==> src/rtl/dibu_rf_pkg.sv <==
// Shared constants and index qualification for the DiBU register file.
package dibu_rf_pkg;

   localparam int unsigned DefaultDw   = 8;
   localparam int unsigned DefaultNreg = 8;
   localparam int unsigned DefaultNrd  = 2;

   // An index addresses real storage only if in range and not a hardwired-zero r0.
   function automatic logic idx_valid(input int unsigned idx, input int unsigned nreg,
                                      input logic zero_r0);
      return (idx < nreg) && !(zero_r0 && (idx == 0));
   endfunction

endpackage

==> src/rtl/rf_scoreboard.sv <==
// Busy-bit scoreboard: reservation sets, writeback clears, reservation wins on a tie.
module rf_scoreboard
   import dibu_rf_pkg::*;
#(
   parameter int unsigned NREG    = DefaultNreg,
   parameter int unsigned AW      = $clog2(NREG),
   parameter int unsigned NRD     = DefaultNrd,
   parameter bit          ZERO_R0 = 1'b0
) (
   input  logic                clk,
   input  logic                rst,
   input  logic                wr_en,
   input  logic [AW-1:0]       wr_idx,
   input  logic                rsv_en,
   input  logic [AW-1:0]       rsv_idx,
   input  logic [NRD*AW-1:0]   rd_idx,
   output logic [NREG-1:0]     busy_vec,
   output logic [NRD-1:0]      busy_post
);

   logic [NREG-1:0] busy_q, busy_d;
   logic            wr_ok, rsv_ok;

   always_comb begin
      wr_ok  = wr_en && idx_valid(32'(wr_idx), NREG, ZERO_R0);
      rsv_ok = rsv_en && idx_valid(32'(rsv_idx), NREG, ZERO_R0);
      busy_d = busy_q;
      for (int i = 0; i < int'(NREG); i++) begin
         if (wr_ok && (wr_idx == AW'(i))) busy_d[i] = 1'b0;
         if (rsv_ok && (rsv_idx == AW'(i))) busy_d[i] = 1'b1;
      end
   end

   // Lookup against busy_d so a read sees this edge's set/clear outcome.
   always_comb begin
      logic [AW-1:0] idx;
      idx       = '0;
      busy_post = '0;
      for (int p = 0; p < int'(NRD); p++) begin
         idx = rd_idx[p*AW +: AW];
         if (idx_valid(32'(idx), NREG, ZERO_R0)) begin
            for (int i = 0; i < int'(NREG); i++) begin
               if (idx == AW'(i)) busy_post[p] = busy_d[i];
            end
         end
      end
   end

   always_ff @(posedge clk or posedge rst) begin
      if (rst) busy_q <= '0;
      else     busy_q <= busy_d;
   end

   assign busy_vec = busy_q;

endmodule

==> src/rtl/register_file_sb.sv <==
// Multi-read-port register file with registered, write-through reads and a busy scoreboard.
module register_file_sb
   import dibu_rf_pkg::*;
#(
   parameter int unsigned DW      = DefaultDw,
   parameter int unsigned NREG    = DefaultNreg,
   parameter int unsigned AW      = $clog2(NREG),
   parameter int unsigned NRD     = DefaultNrd,
   parameter bit          ZERO_R0 = 1'b0
) (
   input  logic                clk,
   input  logic                rst,
   input  logic                rd_en,
   input  logic [NRD*AW-1:0]   rd_idx,
   output logic [NRD*DW-1:0]   rd_data,
   output logic [NRD-1:0]      rd_busy,
   output logic                rd_valid,
   input  logic                wr_en,
   input  logic [AW-1:0]       wr_idx,
   input  logic [DW-1:0]       wr_data,
   input  logic                rsv_en,
   input  logic [AW-1:0]       rsv_idx,
   output logic [NREG-1:0]     busy_vec
);

   logic [DW-1:0]     mem_q [NREG];
   logic [DW-1:0]     mem_d [NREG];
   logic [NRD*DW-1:0] rd_data_q, rd_data_d;
   logic [NRD-1:0]    rd_busy_q, rd_busy_d;
   logic              rd_valid_q, rd_valid_d;
   logic [NRD-1:0]    busy_post;
   logic              wr_ok;

   rf_scoreboard #(
      .NREG    (NREG),
      .AW      (AW),
      .NRD     (NRD),
      .ZERO_R0 (ZERO_R0)
   ) u_scoreboard (
      .clk       (clk),
      .rst       (rst),
      .wr_en     (wr_en),
      .wr_idx    (wr_idx),
      .rsv_en    (rsv_en),
      .rsv_idx   (rsv_idx),
      .rd_idx    (rd_idx),
      .busy_vec  (busy_vec),
      .busy_post (busy_post)
   );

   always_comb begin
      wr_ok = wr_en && idx_valid(32'(wr_idx), NREG, ZERO_R0);
      for (int i = 0; i < int'(NREG); i++) begin
         mem_d[i] = mem_q[i];
         if (wr_ok && (wr_idx == AW'(i))) mem_d[i] = wr_data;
      end
   end

   // Invalid indices (out of range or hardwired r0) read as zero and never bypass.
   always_comb begin
      logic [AW-1:0] idx;
      idx        = '0;
      rd_data_d  = rd_data_q;
      rd_busy_d  = rd_busy_q;
      rd_valid_d = rd_en;
      if (rd_en) begin
         rd_busy_d = busy_post;
         for (int p = 0; p < int'(NRD); p++) begin
            idx                   = rd_idx[p*AW +: AW];
            rd_data_d[p*DW +: DW] = '0;
            if (idx_valid(32'(idx), NREG, ZERO_R0)) begin
               if (wr_ok && (wr_idx == idx)) begin
                  rd_data_d[p*DW +: DW] = wr_data;
               end else begin
                  for (int i = 0; i < int'(NREG); i++) begin
                     if (idx == AW'(i)) rd_data_d[p*DW +: DW] = mem_q[i];
                  end
               end
            end
         end
      end
   end

   always_ff @(posedge clk or posedge rst) begin
      if (rst) begin
         for (int i = 0; i < int'(NREG); i++) mem_q[i] <= '0;
         rd_data_q  <= '0;
         rd_busy_q  <= '0;
         rd_valid_q <= 1'b0;
      end else begin
         for (int i = 0; i < int'(NREG); i++) mem_q[i] <= mem_d[i];
         rd_data_q  <= rd_data_d;
         rd_busy_q  <= rd_busy_d;
         rd_valid_q <= rd_valid_d;
      end
   end

   assign rd_data  = rd_data_q;
   assign rd_busy  = rd_busy_q;
   assign rd_valid = rd_valid_q;

endmodule

==> config.mk <==
export PLATFORM = sky130hd
export DESIGN_NAME = register_file_sb
export DESIGN_NICKNAME = d
export VERILOG_FILES = /design/src/rtl/dibu_rf_pkg.sv /design/src/rtl/rf_scoreboard.sv /design/src/rtl/register_file_sb.sv
export SDC_FILE = /design/constraint.sdc
export NUM_CORES = 1
export LEC_CHECK = 0
export ABC_AREA = 1
export BUFFER_PORTS_ARGS = -buffer_cell sky130_fd_sc_hd__buf_4
export CORE_ASPECT_RATIO = 1.5
export CORE_MARGIN = 1.5
export CORE_UTILIZATION = 50
export DETAILED_ROUTE_END_ITERATION = 6
export PLACE_DENSITY = 0.69
export SETUP_SLACK_MARGIN = 0.05
export SLEW_MARGIN = 20
export SYNTH_ARGS = -nofsm -noshare
export SYNTH_HDL_FRONTEND = slang
export SYNTH_HIERARCHICAL = 1
export SYNTH_SLANG_ARGS = --single-unit
==> constraint.sdc <==
create_clock -name clk -period 3.3 [get_ports clk]
set_input_delay 0.66 -clock clk [delete_from_list [all_inputs] [get_ports clk]]
set_output_delay 0.66 -clock clk [all_outputs]
set_load 0.03 [all_outputs]
# --- After elaboration in Yosys (flattened, before gate mapping) ---
# Cells that the tools add are included.
# Widths: inputs -> output; s select.
word_totals:
  register_bits: 91
  output_inout_bits: 27
  wordCells: 114
op_classes:
  eq_ne: 30
  n_mux: 50
  n_reduce_logical: 22
ops:
  columns: ["cell", "n"]
  rows:
  - ["$mux 8", 18]
  - ["$eq 3x3->1 const B", 16]
  - ["$mux 1", 32]
  - ["$eq 3x2->1 const B", 8]
  - ["$logic_and 1x1->1", 18]
  - ["$eq 3x1->1 const B", 4]
  - ["$logic_not 3->1", 4]
  - ["$eq 3x3->1", 2]

# --- Longest topological paths before layout ---
logic_depth:
  ltp_word: 12
  mapped_depth: 11

# --- By module ---
# Netlist, hierarchy kept.
modules_own_cells:
  columns: ["module", "n_inst", "cells_each", "area_per_inst_um2"]
  rows:
  - ["register_file_sb", 1, 593, 4395.5]
  - ["rf_scoreboard", 1, 100, 605.6]

# --- Worst setup path before layout ---
# Ideal clock, no wire load.
synth_path:
  kind: "input to register"
  startpoint: "input wr_idx[0]"
  endpoint: "register rd_data_q[10] (netlist: rd_data[10])"
  t_arrival_ns: 1.630
  setup_slack_ns: 1.554
  path_stages: 8
  cell_sequence: "clkbuf_1 xor2_1 nor2_2 nand2_2 o21ai_1 inv_1 nand2_1 nand2_1"
synth_via:
  elab_chain_len: 3
synth_rtl:
  columns: ["item", "line", "text"]
  rows:
  - ["start, declared", "register_file_sb.sv:19", "input logic [AW-1:0] wr_idx,"]
  - ["$eq 3x3->1", "register_file_sb.sv:72", "if (wr_ok && (wr_idx == idx)) begin"]
  - ["$logic_and 1x1->1", "register_file_sb.sv:72", null]
  - ["$mux 8", "register_file_sb.sv:72", null]
  - ["end signal, assigned", "register_file_sb.sv:92", "rd_data_q <= rd_data_d;"]
  - ["end, declared", "register_file_sb.sv:28", "logic [NRD*DW-1:0] rd_data_q, rd_data_d;"]
# No other way between the ends.
# A chain may end at the register's enable or synchronous reset.

# --- Worst setup path after layout ---
layout_path:
  startpoint: "input rd_idx[5]"
  endpoint: "register rd_data_q[13] (netlist: rd_data[13])"
layout_via:
  elab_chain_len: 10
layout_rtl:
  columns: ["item", "line", "text"]
  rows:
  - ["start, declared", "register_file_sb.sv:14", "input logic [NRD*AW-1:0] rd_idx,"]
  - ["$logic_not 3->1", null, null]
  - ["$mux 8 (8 in a row)", "register_file_sb.sv:76", "if (idx == AW'(i)) rd_data_d[p*DW +: DW] = mem_q[i];"]
  - ["$mux 8 (*)", "register_file_sb.sv:72", null]
# Every way passes the cells marked *; elsewhere a longest branch is shown, timed or not.

==> metrics.yaml <==
grt_setup_unrepaired: "no"
clock_skew_ns: 0.00481
violations: "design-rule violations"
synth_area_per_cell_um2: 7.22
drc: 4
cts_tree: "built"
ys_warn_count: 6
crit_start: "rd_idx[5]"
seq_area_frac_synth: 0.455
clk_path_buf_depth: 2
ir_drop_uv: 368
hold_path.class: "in -> async"
crit_family: "simple AND/OR/NAND/NOR gates"
critPathArrivalTime_ns: 2.28
worst_slew_margin_rel: 0.423
dp_hpwl_um: 10200
start_kind: "primary input"
p_int_mw: 2.12
reg2reg_depth: 6
cts.hold.buffers_added: 0
cp_max_fo: 28
net-switching-power_mw: 1.08
yosysUniqueCellTypes: 21
crit_chain: "buf_4 -> inv_2 -> nor2_1 -> nor3_4 -> nand2_2 -> o21ai_1 -> inv_1 -> nand2_1 -> nand2_1"
grt_max_degree: 84
p_seq_frac: 0.462
clock.fmax_mhz: 490
synth-compound-area-share: 0.105
wl_um: 13900
yosys.area_share.simple: 0.357
r2r-start: "mem_q[41]"
r2r_setup_slack_ns: 2.04
synthAdderAreaFrac: 0
viasPerCell: 5.68
clk_pin_slew_worst_paths_ns: 0.06
end_kind: "flip-flop"
postRouteAntennaNets: 0
boundaryPins: 52
root_buffer: "clkbuf_16"
fillers: 923
htreeDepth: 3
cpMostUsedCell: "nand2_1"
antenna_found_initial: 0
nNetsFinal: 757
cpPeakStageDelay_ns: 0.39
die_w_um: 84.7
port_buffers: 51
synth_mux_area_frac: 0
clock-sinks: 91
layout_min_cycle_time_ns: 2.04
multi_input_area_um2: 2340
wl_per_cell_um: 16.3
coreArea_um2: 9690
syn_inst: 693
power.share.clock: 0.293
comb_power_share: 0.246
seq_area_um2: 2280
clock_latency_ns: 0.34
synth_xor_area_frac: 0.00525
synth_fp_nets: 718
drt_iter0_markers: 339
ys_ff_latch: 91
track_usage: 0.277
first_pass_iters: 7
vias: 4830
dieArea_um2: 10600
leakage_nw: 2.84
syn2layout_area_growth_pct: 14.2
synth_top_family_by_area: "simple AND/OR/NAND/NOR gates"
status: "complete, but fails checks"
worst_slew_pin_slew_ns: 0.861
grt.overflow.total: 0
cts_made_buffers: 9
cts_setup_buffers: 0
synth_area_um2: 5000
grt_pass1_vias: 4727
grt_pass1_wl_um: 23500
gp_congestion: 0.957
drive_gt1_frac: 0.125
start_util: 0.516
fp-row-count: 44
diodes: 0
slew_violations: 0
crit_buf_inv: 3
cp.required_ns: 3.54
setup_violations: 0
final.period_utilization: 0.618
hold_slack_ns: 0.267
switching_share: 0.338
die_h_um: 125
rr_endpoint: "rd_data[9]"
maxCapViolCount: 0
fin_tns_setup_ns: 0
post_cts_resized: 0
power_density_nw_per_um2: 561
critical_path_class: "in -> reg"
crit_slowest_cell: "nor3_4"
hold_violations: 0
-- cell usage in the layout (no fill, tap or decap), types with 2 or more instances in the layout --
master,instances
a21oi_1,20
buf_4,51
clkbuf_1,3
clkbuf_16,9
clkinv_2,2
dfrtp_1,91
inv_1,70
inv_2,5
nand2_1,203
nand2_2,6
nand3_1,50
nand4_1,62
nor2_1,61
nor2_2,6
nor3_2,6
o21ai_0,72
o21ai_1,8
o21ai_2,3
xor2_1,3
-- worst reg2reg max path, delay by kind of cell, from the launching register on --
kind	cells	cell delay, ns
AND/OR/NAND/NOR	6	0.75
flip-flops	1	0.40
-- cell families (layout without fill, tap and decap cells) --
family | count (synthesis) | after routing
AOI/OAI and AO/OA | 103 | 103
DFF | 91 | 91
and+or+nand+nor | 396 | 396
xor gates and xnor gates | 3 | 3
buffers and inverters | 100 | 143
-- layer usage --
layer,vias up,track usage,wire [um]
li1,2368,-,-
met1,2235,0.362,5810
met2,192,0.441,6770
met3,35,0.0488,809
met4,0,0.139,513
met5,-,0,0
-- synth_stat cells --
cell type  number  area (um^2)
a21oi_1        20          100
dfrtp_1        91         2280
nor3_2          6         60.1
buf_2           7         35.0
nor2_2          6         37.5
nor2_1         61          229
nand3_1        50          250
nand2_2         6         37.5
nand4_1        62          388
clkbuf_1       15         56.3
clkbuf_2        1         5.00
nor3_1          1         5.00
nor3_4          1         16.3
o21ai_0        72          360
nand2_1       203          762
o21ai_1         8         40.0
inv_2           5         18.8
o21ai_2         3         26.3
buf_1           1         3.75
xor2_1          3         26.3
inv_1          71          267
-- registers in the layout, summed over array words and instances, names as in the netlist --
register,count
mem_q,64
rd_busy,2
rd_data,16
rd_valid,1
u_scoreboard/busy_vec,8
-- power groups by stage --
stage | clock, mW | combinational [mW] | sequential [mW]
finish | 0.937 | 0.786 | 1.48
floorplan | 0 | 0.397 | 1.58
detailed placement | 0 | 0.784 | 1.49
global route | 0.995 | 0.882 | 1.50
global placement | 0 | 0.767 | 1.49
CTS | 0.950 | 0.787 | 1.47
-- worst max path at each step --
stage,endpoint,slack [ns],cells after the start
detailed placement,rd_data[8],0.94,9
floorplan,mem_q[0],0.50,1
finish,rd_data[13],1.26,9
CTS,rd_data[8],1.29,9
global route,rd_data[8],1.09,9
global placement,rd_data[15],1.05,9
-- area by class of cell --
cell class                      instances  share of cell area
Multi-Input combinational cell        502               0.409
Sequential cell                        91               0.399
Timing Repair Buffer                   52              0.0705
Inverter                               76              0.0502
Clock buffer                           13              0.0438
Tap cell                              115              0.0252
Clock inverter                          2             0.00219
-- through the flow --
step,std cells,util,setup slack [ns],area [um^2],power (mW)
3_5_place_dp,836,0.562,0.938,5450,2.28
6_report,851,0.589,1.26,5710,3.20
4_1_cts,851,0.589,1.29,5710,3.21
2_1_floorplan,693,-,0.503,5000,1.98
5_1_grt,851,0.589,1.09,5710,3.38
3_3_place_gp,836,0.562,1.05,5450,2.25
No activity file was read; power rests on OpenSTA's default activity.
